## config.mk

```make
export PLATFORM = sky130hd
export DESIGN_NAME = gf2_mac_stage
export DESIGN_NICKNAME = d
export VERILOG_FILES = /design/src/rtl/gf2_mac_stage_pkg.sv /design/src/rtl/gf2_mac_stage_row_mul.sv /design/src/rtl/gf2_mac_stage.sv
export SDC_FILE = /design/constraint.sdc
export NUM_CORES = 1
export LEC_CHECK = 0
export CORE_MARGIN = 4
export CORE_UTILIZATION = 38
export DETAILED_ROUTE_END_ITERATION = 7
export RECOVER_POWER = 50
export SLEW_MARGIN = 10
export SYNTH_ARGS = -nofsm -noshare
export SYNTH_HDL_FRONTEND = slang
export SYNTH_SLANG_ARGS = --single-unit
```

## constraint.sdc

```tcl
create_clock -name clk -period 3.7 [get_ports clk]
set_clock_uncertainty 0.05 [all_clocks]
set_input_delay 0.555 -clock clk [delete_from_list [all_inputs] [get_ports clk]]
set_output_delay 0.555 -clock clk [all_outputs]
set_load 0.02 [all_outputs]
```

## src/rtl/gf2_mac_stage_pkg.sv

```systemverilog
// Shared encoder definitions: FSM state type, default code dimensions and
// the GF(2) row-multiply helper used by the parity datapath.
package gf2_mac_stage_pkg;

  localparam int ENC_W = 8;
  localparam int ENC_K = 16;

  typedef enum logic {
    ACC = 1'b0,
    OUT = 1'b1
  } state_t;

  // A GF(2) product of one message bit with a generator row is a lane-wise AND.
  function automatic logic [ENC_W-1:0] gf2_mul_row(input logic s,
                                                   input logic [ENC_W-1:0] f);
    return {ENC_W{s}} & f;
  endfunction

endpackage

```

## src/rtl/gf2_mac_stage_row_mul.sv

```systemverilog
// Combinational W-lane GF(2) multiply of one message bit by a generator row;
// the W-wide generalisation of the single-bit w = s AND f stage.
module gf2_row_mul #(
  parameter int W = 8
) (
  input  logic         s,
  input  logic [W-1:0] f,
  output logic [W-1:0] w
);

  assign w = {W{s}} & f;

endmodule

```

## src/rtl/gf2_mac_stage.sv

```systemverilog
// Sequential GF(2) multiply-accumulate: XOR-folds K masked generator rows into
// a W-bit parity word and hands it off on a registered valid/ready output.
module gf2_mac_stage
  import gf2_mac_stage_pkg::*;
#(
  parameter int W = ENC_W,
  parameter int K = ENC_K
) (
  input  logic         clk,
  input  logic         rst,
  input  logic         clr,
  input  logic         in_valid,
  output logic         in_ready,
  input  logic         s,
  input  logic [W-1:0] f,
  output logic         out_valid,
  input  logic         out_ready,
  output logic [W-1:0] p,
  output logic         busy
);

  localparam int CW = $clog2(K);
  localparam logic [CW-1:0] LAST = CW'(K - 1);

  state_t         state;
  state_t         state_nx;
  logic [W-1:0]   acc;
  logic [W-1:0]   prod;
  logic [CW-1:0]  cnt;
  logic           acc_in;
  logic           acc_out;
  logic           last_beat;

  gf2_row_mul #(.W(W)) u_row_mul (
    .s (s),
    .f (f),
    .w (prod)
  );

  // Handshake outputs decode the state register only, so no ready-to-ready path.
  assign in_ready  = (state == ACC);
  assign out_valid = (state == OUT);
  assign busy      = (cnt != '0) || (state == OUT);

  assign acc_in    = in_valid & in_ready;
  assign acc_out   = out_valid & out_ready;
  assign last_beat = acc_in && !clr && (cnt == LAST);

  always_comb begin
    state_nx = state;
    case (state)
      ACC: if (last_beat) state_nx = OUT;
      OUT: if (acc_out)   state_nx = ACC;
      default: state_nx = ACC;
    endcase
  end

  always_ff @(posedge clk) begin
    if (rst) begin
      state <= ACC;
      acc   <= '0;
      cnt   <= '0;
      p     <= '0;
    end else begin
      state <= state_nx;
      if (state == ACC) begin
        // clr wins over a coincident beat, including the last one.
        if (clr) begin
          acc <= '0;
          cnt <= '0;
        end else if (acc_in) begin
          if (cnt == LAST) begin
            p   <= acc ^ prod;
            acc <= '0;
            cnt <= '0;
          end else begin
            acc <= acc ^ prod;
            cnt <= cnt + 1'b1;
          end
        end
      end
    end
  end

endmodule

```

; After elaboration in Yosys (flattened, before gate mapping)
; Cells that the tools add are included.
[word_totals]
wordCells = 29
in_bits = 14
out_inout_bits = 11
register_bits = 21
[classes]
n_addsub = 1
muxes = 9
eq_ne = 1
n_reduce_logical = 8
n_bitwise = 6
[ops]
columns = operator, count
row1 = two-way mux 8 bit, 3
row2 = two-way mux 4 bit, 3
row3 = bitwise AND 8 bit, 1
row4 = bitwise XOR 8 bit, 1
row5 = adder 4 x 1 -> 4 bit (second input constant), 1
row6 = equality test 4 bit (second input constant), 1
row7 = AND reduction 4 bit, 1
row8 = nonzero test 4 bit, 1
row9 = bitwise AND 1 bit, 2
row10 = logical AND 1 bit, 2
row11 = two-way mux 1 bit, 2
row12 = NOT 1 bit, 2
row13 = case mux 1 bit (2 select lines), 1
row14 = AND reduction 2 bit, 1
row15 = nonzero test 2 bit, 1
row16 = logical NOT 1 bit, 1
row17 = logical OR 1 bit, 1

; Depth between registers and ports, before layout
; Gate-level depths: netlist (run 1).
[logic_depth]
ltp_word = 6
ltp_mapped = 6
ltp_nobuf = 4

; Hierarchy
; Synthesis (run 1) repeated with hierarchy kept, for this count alone.
[hier_totals]
cells_unflattened = 123
area_unflattened_um2 = 1128.6
[by_module_without_submodules]
columns = mod, area_each_um2, n_inst, seq_area_each_um2, cells_each
row1 = gf2_mac_stage, 1078.5, 1, 420.4, 115
row2 = gf2_row_mul, 50.0, 1, 0.0, 8

; Worst setup path after synthesis (run 1)
; OpenSTA, ideal clock, no wires.
[synth_timing]
kind = flip-flop to flip-flop
start = register cnt[0]
end = register acc[1]
path_stages_with_launch = 7
setup_ps = 74
arrival_ps = 1566
synth_period_minus_slack_ps = 1690
slack_ps = 2010
t_required_ps = 3576
n_path_buf = 2
path_cell_list = dfxtp_1 ha_1 and3_1 buf_6 buf_6 or4b_1 a31oi_1
[synth_via]
elab_chain_cells = 4
[synth_lines]
columns = item, line
row1 = from (decl), gf2_mac_stage.sv:29  ; logic [CW-1:0] cnt;
row2 = from (signal assigned), gf2_mac_stage.sv:78  ; cnt <= cnt + 1'b1;
row3 = equality test 4 bit, gf2_mac_stage.sv:72  ; if (cnt == LAST) begin
row4 = two-way mux 8 bit, gf2_mac_stage.sv:72
row5 = two-way mux 8 bit, gf2_mac_stage.sv:71  ; end else if (acc_in) begin
row6 = two-way mux 8 bit, gf2_mac_stage.sv:68  ; if (clr) begin
row7 = to (signal assigned), gf2_mac_stage.sv:77  ; acc <= acc ^ prod;
row8 = to (decl), gf2_mac_stage.sv:27  ; logic [W-1:0] acc;
; Every way passes these cells. The select of a mux whose other input is x is not followed.
; A chain may end at the register's enable or synchronous reset.

; Worst setup path in the final report (run 1)
[layout_timing]
start = input clr
end = register p[6]
[layout_via]
elab_chain_cells = 2
[layout_lines]
columns = item, line
row1 = from (decl), gf2_mac_stage.sv:11  ; input logic clr,
row2 = NOT 1 bit (no line), n/a
row3 = AND reduction 4 bit (no line), n/a
row4 = to (signal assigned), gf2_mac_stage.sv:73  ; p <= acc ^ prod;
row5 = to (decl), gf2_mac_stage.sv:18  ; output logic [W-1:0] p,
; Every way passes these cells.

==> impl_metrics.json, run 1 <==
{
  "drt_iter0_markers": 34,
  "cts_hold_buf": 0,
  "yosys-top-cells-count": "dfxtp_1, nand2_1, a21oi_1, a31oi_1",
  "hold_viol": 0,
  "via_per_inst": 5.72,
  "cts_max_path_buffers": 2,
  "placementRows": 19,
  "fin_area_mm2": 0.00133,
  "wl_mm": 2.52,
  "grt_max_degree": 23,
  "path_class": "primary input to flop",
  "syn_area_mm2": 0.00108,
  "hold_class": "flop to flop",
  "critical_path_required_ns": 3.82,
  "hpwl_mm": 1.66,
  "ys_seq_area_share_pct": 39.0,
  "worstPathArrival_ns": 2.80,
  "place_congestion": 0.731,
  "fmax_mhz": 373,
  "yosysMostFrequentCell": "dfxtp_1",
  "port_buffers": 24,
  "final_core_util_pct": 48.7,
  "yosys_warnings": 0,
  "fin_crit_ns": 2.68,
  "wire_per_inst_um": 14.6,
  "netlist_instances": 122,
  "p_per_area_mw_per_mm2": 298,
  "rsz0062_at_grt": "no",
  "antenna_found_initial": 0,
  "cts-root-buf": "clkbuf_4",
  "insertion_delay_ns": 0.31,
  "drc_errors": 0,
  "start_kind": "primary input",
  "cts.sinks": 21,
  "slew_violations": 0,
  "tns_ns": 0,
  "core_area_mm2": 0.00273,
  "placed_cells": 168,
  "grt_pass1_wl_mm": 4.17,
  "dieArea_mm2": 0.00375,
  "grt_usage_pct": 15.0,
  "clk_pin_slew_ns": 0.13,
  "cp_max_fo": 22,
  "avgSynthCellArea_um2": 8.83,
  "vias": 983,
  "yosys.cell_types.count": 25,
  "p_leak_nw": 0.463,
  "status": "completed",
  "finalSetupViolCount": 0,
  "antenna_left": 0,
  "place_ws_ns": 1.28,
  "synthFlopType": "dfxtp_1",
  "die_h_um": 61.2,
  "initial_core_util_pct": 39.4,
  "yosysTopAreaCell": "dfxtp_1",
  "cts_tree": "yes",
  "cts_buffers": 3,
  "slew_headroom_pct": 41.3,
  "synth_top_area_share_pct": 39.0,
  "yosys-top-cells-area": "dfxtp_1, or4b_1, nand4b_1",
  "synth_edf_count": 0,
  "cts_resized": 0,
  "grt_pass1_vias": 899,
  "timing.final.ws_setup_ns": 1.02,
  "final_cells": 172,
  "async_reset_ff_share_pct": 0,
  "post_dp_cell_area_mm2": 0.00131,
  "fp.dieW_um": 61.2,
  "first_pass_iters": 4,
  "nNetsFinal": 158,
  "cts_setup_buffers": 0,
  "grt_overflow": 0,
  "drive_gt1_share_pct": 3.55,
  "min_period_over_period_pct": 72.4,
  "critPathCaptureType": "flop",
  "cap_viol_max_count": 0,
  "diodes": 0,
  "htree_levels": 1,
  "areaGrowthSynthToFinish_pct": 23.6,
  "peakVddDrop_uv": 187,
  "syn_nets": 138,
  "ios": 25,
  "yosys_register_bits": 21,
  "tightest_slew_ns": 0.878
}
==> report_power, final <==
part / internal [mW] / switching, mW / total (mW)
clock: 0.0421 / 0.0743 / 0.116
combinational: 0.0241 / 0.0238 / 0.0479
sequential: 0.229 / 0.00337 / 0.233
==> layout by cell type, fill, tap and decap left out <==
master	n
nand3_1	4
nand4b_1	8
a21oi_1	10
nor3b_2	1
dlygate4sd3_1	11
or4b_1	8
a22oi_1	1
xor2_1	8
clkbuf_4	3
clkdlybuf4s50_1	13
nor2_1	3
or3b_2	1
nand4_1	1
and2_0	1
a211oi_1	8
dfxtp_1	21
o21bai_1	1
a2bb2oi_1	1
clkbuf_1	2
a311oi_1	1
inv_1	3
a21o_1	1
and3_1	1
ha_1	2
nand2_1	18
a31oi_1	9
==> logic make-up (layout without fill, tap and decap cells) <==
| family | Yosys count | in the layout | share of synthesized area [%] |
|---|---|---|---|
| adders and majority gates | 2 | 2 | 2.32 |
| AOI/OAI and AO/OA | 32 | 32 | 19.2 |
| buffers and inverters | 13 | 32 | 6.16 |
| and+or+nand+nor | 46 | 46 | 26.8 |
| DFF | 21 | 21 | 39.0 |
| xor gates and xnor gates | 8 | 8 | 6.50 |
==> sequential cells by signal (all words and copies together), names as in the netlist <==
name,cells
out_valid,1
acc,8
cnt,4
p,8
==> metal layers <==
layer  global-route usage (%)  wire length [um]  up-vias  share of wire (%)
li1                         -                 -      490                  -
met1                     20.1              1200      472                 48
met2                     23.7              1190       17                 47
met3                     2.52                89        4                3.5
met4                     6.50                32        0                1.3
met5                        0                 0        -                  0
==> layout make-up <==
class,instances,area [um^2]
Inverter,3,11.3
Sequential cell,21,420
Timing Repair Buffer,25,244
Fill cell,262,1400
Clock buffer,4,26.3
Tap cell,31,38.8
Multi-Input combinational cell,88,591
==> metrics by stage <==
stage / total power [mW] / hold slack [ns]
final: 0.397 / 0.465
after global routing: 0.413 / 0.473
after CTS: 0.404 / 0.463
after detailed placement: 0.286 / 0.443
after global placement: 0.286 / 0.434
after floorplan: 0.265 / 0.412
==> critical path: stages <==
cell,delay (ns)
dlygate4sd3_1,0.67
nor3b_2,0.22
clkbuf_1,0.66
and2_0,0.55
a211oi_1,0.14
==> final timing paths <==
kind	startpoint	endpoint	slack [ns]	cells after the start
max	clr	p[6]$_SDFFE_PP0P_	1.02	5
min	cnt[0]$_SDFFE_PP0P_	cnt[0]$_SDFFE_PP0P_	0.46	2
min reg2reg	cnt[0]$_SDFFE_PP0P_	cnt[0]$_SDFFE_PP0P_	0.46	2
max reg2reg	out_valid$_SDFF_PP0_	p[6]$_SDFFE_PP0P_	1.60	4
(Power assumes the default switching activity.)
==> run 2: changes to the inputs <==
==> constraint.sdc (replaced) <==
create_clock -name clk -period 2.8 [get_ports clk]
set_clock_uncertainty 0.05 [all_clocks]
set_input_delay 0.42 -clock clk [delete_from_list [all_inputs] [get_ports clk]]
set_output_delay 0.42 -clock clk [all_outputs]
set_load 0.02 [all_outputs]
==> impl_metrics.json, run 2 (synthesis results as in run 1) <==
{
  "areaGrowthSynthToFinish_pct": 25.2,
  "antenna_left": 0,
  "wl_mm": 2.70,
  "initial_core_util_pct": 39.4,
  "wire_per_inst_um": 15.4,
  "critPathCaptureType": "flop",
  "mostFrequentLayoutCells": "dfxtp_1, nand2_1, clkdlybuf4s50_1",
  "hold_class": "flop to flop",
  "drive_gt1_share_pct": 4.86,
  "rsz0062_at_grt": "no",
  "critical_path_required_ns": 2.98,
  "crit_chain": "clkdlybuf4s50_1 > nor3b_1 > clkbuf_1 > or4b_1 > a31oi_1",
  "port_buffers": 24,
  "die_h_um": 61.2,
  "finalSetupViolCount": 0,
  "cts_hold_buf": 0,
  "hpwl_mm": 1.84,
  "grt_usage_pct": 16.4,
  "ios": 25,
  "cts_max_path_buffers": 2,
  "worstPathArrival_ns": 2.55,
  "drt_iter0_markers": 48,
  "post_dp_cell_area_mm2": 0.00133,
  "top_regs": "acc x8, p x8, cnt x4",
  "start_kind": "primary input",
  "cts_tree": "yes",
  "place_ws_ns": 0.505,
  "cts_buffers": 3,
  "grt_max_degree": 22,
  "tns_ns": 0,
  "core_area_mm2": 0.00273,
  "cp_max_fo": 9,
  "place_congestion": 0.710,
  "placementRows": 19,
  "via_per_inst": 5.83,
  "diodes": 0,
  "antenna_found_initial": 0,
  "fin_area_mm2": 0.00135,
  "cts-root-buf": "clkbuf_4",
  "min_period_over_period_pct": 84.6,
  "grt_pass1_vias": 978,
  "p_leak_nw": 0.477,
  "cts_resized": 0,
  "cap_viol_max_count": 0,
  "grt_pass1_wl_mm": 4.45,
  "final_common_cell": "dfxtp_1",
  "status": "completed",
  "slowest_stage": "nor3b_1",
  "dieArea_mm2": 0.00375,
  "fmax_mhz": 422,
  "max_stage_delay_ns": 0.64,
  "vias": 1021,
  "first_pass_iters": 4,
  "fp.dieW_um": 61.2,
  "drc_errors": 0,
  "fin_crit_ns": 2.37,
  "slew_violations": 0,
  "peakVddDrop_uv": 245,
  "slew_headroom_pct": 46.9,
  "placed_cells": 171,
  "hold_viol": 0,
  "cts_setup_buffers": 0,
  "final_cells": 175,
  "grt_overflow": 0,
  "cts.sinks": 21,
  "insertion_delay_ns": 0.32,
  "path_class": "primary input to flop",
  "timing.final.ws_setup_ns": 0.431,
  "htree_levels": 1,
  "tightest_slew_ns": 0.794,
  "nNetsFinal": 161,
  "p_per_area_mw_per_mm2": 393,
  "clk_pin_slew_ns": 0.11
}
-- run 2: cell types whose count changed in the layout (fill, tap and decap cells not counted) --
cell,before,now
dlygate4sd3_1,11,10
nor3b_2,1,0
clkdlybuf4s50_1,13,14
and2_1,0,1
nor3b_1,0,1
and2_0,1,0
buf_4,0,3
-- run 2: final timing paths --
| check | cells after the start | end | slack, ns | startpoint |
|---|---|---|---|---|
| worst max-delay path | 5 | acc[1]$_SDFFE_PP0P_ | 0.43 | in_valid |
| worst min-delay path | 2 | cnt[0]$_SDFFE_PP0P_ | 0.46 | cnt[0]$_SDFFE_PP0P_ |
| worst max register to register | 4 | acc[1]$_SDFFE_PP0P_ | 0.68 | out_valid$_SDFF_PP0_ |
| worst min register to register | 2 | cnt[0]$_SDFFE_PP0P_ | 0.46 | cnt[0]$_SDFFE_PP0P_ |
-- run 2: per-layer routing --
metal / vias to the layer above / share of wire, % / global-route usage, %
met5: - / 0 / 0
met4: 0 / 2.1 / 8.98
met3: 5 / 4.1 / 2.52
met2: 25 / 47 / 26.0
met1: 495 / 46 / 21.3
li1: 496 / - / -
-- run 2: through the flow --
step                      utilization (%)  total power [mW]  hold slack (ns)
after floorplan                         -             0.350            0.412
after global placement               48.7             0.381            0.433
after detailed placement             48.7             0.382            0.447
after CTS                            49.7             0.536            0.464
after global routing                 49.3             0.552            0.500
final                                49.3             0.530            0.457
-- run 2: layout make-up --
type | instances | area [um^2]
clock buffers | 4 | 26.3
fillers | 263 | 1390
repair buffers | 28 | 267
multi-input cells | 88 | 586
flip-flops and latches | 21 | 420
well taps | 31 | 38.8
inverters | 3 | 11.3
-- run 2: report_power, final --
part	leakage, nW	switching (mW)	internal (mW)
registers	0.170	0.00443	0.303
clock network	0.0150	0.0997	0.0558
logic	0.292	0.0327	0.0347
-- run 2: worst max-delay path: cells and delay by family --
| family | cells | cell delay (ns) |
|---|---|---|
| buffers and inverters | 2 | 0.85 |
| AND/OR/NAND/NOR | 2 | 1.11 |
| AO/OA/AOI/OAI | 1 | 0.17 |
==> run 3: changes to the inputs <==
==> constraint.sdc (replaced) <==
create_clock -name clk -period 2.2 [get_ports clk]
set_clock_uncertainty 0.05 [all_clocks]
set_input_delay 0.33 -clock clk [delete_from_list [all_inputs] [get_ports clk]]
set_output_delay 0.33 -clock clk [all_outputs]
set_load 0.02 [all_outputs]
==> impl_metrics.json, run 3 (synthesis results as in run 1) <==
{
  "seq_area_um2": 420,
  "cp_max_fo": 4,
  "p_per_area_mw_per_mm2": 494,
  "vias": 994,
  "drc_errors": 0,
  "dieArea_mm2": 0.00375,
  "fmax_mhz": 497,
  "max_stage_delay_ns": 0.60,
  "core_area_mm2": 0.00273,
  "place_ws_ns": 0.158,
  "cts-root-buf": "clkbuf_4",
  "cts_setup_buffers": 0,
  "p_leak_nw": 0.475,
  "critical_path_required_ns": 1.82,
  "worstPathArrival_ns": 1.63,
  "slew_violations": 0,
  "start_kind": "flop",
  "grt_pass1_wl_mm": 4.13,
  "multi_input_area_um2": 586,
  "final_cells": 175,
  "cts.sinks": 21,
  "tightest_slew_ns": 0.589,
  "cts_hold_buf": 0,
  "place_congestion": 0.765,
  "tns_ns": 0,
  "path_class": "flop to output port",
  "cts_buffers": 3,
  "initial_core_util_pct": 39.4,
  "hold_class": "flop to flop",
  "wl_mm": 2.51,
  "cap_viol_max_count": 0,
  "insertion_delay_ns": 0.31,
  "slew_headroom_pct": 60.7,
  "rsz0062_at_grt": "no",
  "mostFrequentLayoutCells": "dfxtp_1, nand2_1, clkdlybuf4s50_1",
  "placementRows": 19,
  "min_from": "cnt[0]$_SDFFE_PP0P_",
  "cts_resized": 0,
  "wire_per_inst_um": 14.4,
  "placed_cells": 171,
  "diodes": 0,
  "crit_chain": "inv_1 > ha_1 > nand3_1 > clkdlybuf4s50_1",
  "grt_max_degree": 24,
  "finalSetupViolCount": 0,
  "drt_iter0_markers": 41,
  "antenna_left": 0,
  "drive_gt1_share_pct": 4.86,
  "die_h_um": 61.2,
  "antenna_found_initial": 0,
  "critPathCaptureType": "output port",
  "first_pass_iters": 4,
  "fin_crit_ns": 2.01,
  "nNetsFinal": 161,
  "hpwl_mm": 1.71,
  "fin_area_mm2": 0.00134,
  "peakVddDrop_uv": 358,
  "htree_levels": 1,
  "fp.dieW_um": 61.2,
  "cts_max_path_buffers": 2,
  "via_per_inst": 5.68,
  "timing.final.ws_setup_ns": 0.187,
  "min_period_over_period_pct": 91.5,
  "r2r_start": "cnt[0]$_SDFFE_PP0P_",
  "status": "completed",
  "cp-startpoint": "cnt[0]$_SDFFE_PP0P_",
  "areaGrowthSynthToFinish_pct": 24.7,
  "nFillCells": 265,
  "ios": 25,
  "hold_viol": 0,
  "grt_overflow": 0,
  "final_common_cell": "dfxtp_1",
  "port_buffers": 24,
  "top_regs": "acc x8, p x8, cnt x4",
  "post_dp_cell_area_mm2": 0.00134,
  "grt_usage_pct": 14.6,
  "cts_tree": "yes",
  "grt_pass1_vias": 911,
  "slowest_stage": "clkdlybuf4s50_1",
  "clk_pin_slew_ns": 0.13
}
## run 3: cell types whose count changed in the layout (fill, tap and decap cells not counted), sizes merged
cell	previous run	this run
buf	3	1
clkbuf	5	6
clkdlybuf4s50	14	13
clkinv	0	1
dlygate4sd3	10	11
## run 3: layer usage
metal	routed length, um	share of wire, %	track usage [%]
met5	0	0	0
met4	11	0.44	2.79
met3	101	4.0	3.77
met2	1190	47	24.6
met1	1210	48	18.8
## run 3: final cells by class
class                   count  area share, %
clock inverters             1          0.372
repair buffers             28           19.4
multi-input cells          88           43.6
clock buffers               3           1.68
well taps                  31           2.89
inverters                   3          0.838
flip-flops and latches     21           31.3
## run 3: final timing paths
| check | endpoint | slack (ns) | cells past startpoint |
|---|---|---|---|
| max | busy | 0.19 | 4 |
| min | cnt[0]$_SDFFE_PP0P_ | 0.45 | 2 |
| max reg2reg | p[6]$_SDFFE_PP0P_ | 0.28 | 4 |
| min reg2reg | cnt[0]$_SDFFE_PP0P_ | 0.45 | 2 |
## run 3: report_power, final
| group | switching [mW] | internal, mW |
|---|---|---|
| combinational | 0.0406 | 0.0423 |
| clock | 0.122 | 0.0680 |
| sequential | 0.00558 | 0.386 |
| total | 0.168 | 0.496 |
## run 3: through the flow
stage | utilization [%] | hold WS [ns] | total power [mW]
after global placement | 49.2 | 0.427 | 0.488
after floorplan | - | 0.352 | 0.445
after CTS | 50.2 | 0.458 | 0.682
after detailed placement | 49.2 | 0.442 | 0.489
final | 49.2 | 0.455 | 0.664
after global routing | 49.2 | 0.494 | 0.696
## run 3: critical path: cells and delay by family (launching register included)
family                     cells  cell delay [ns]
DFF                            1             0.40
buffers and inverters          2             0.68
and+or+nand+nor                1             0.06
adders and majority gates      1             0.19
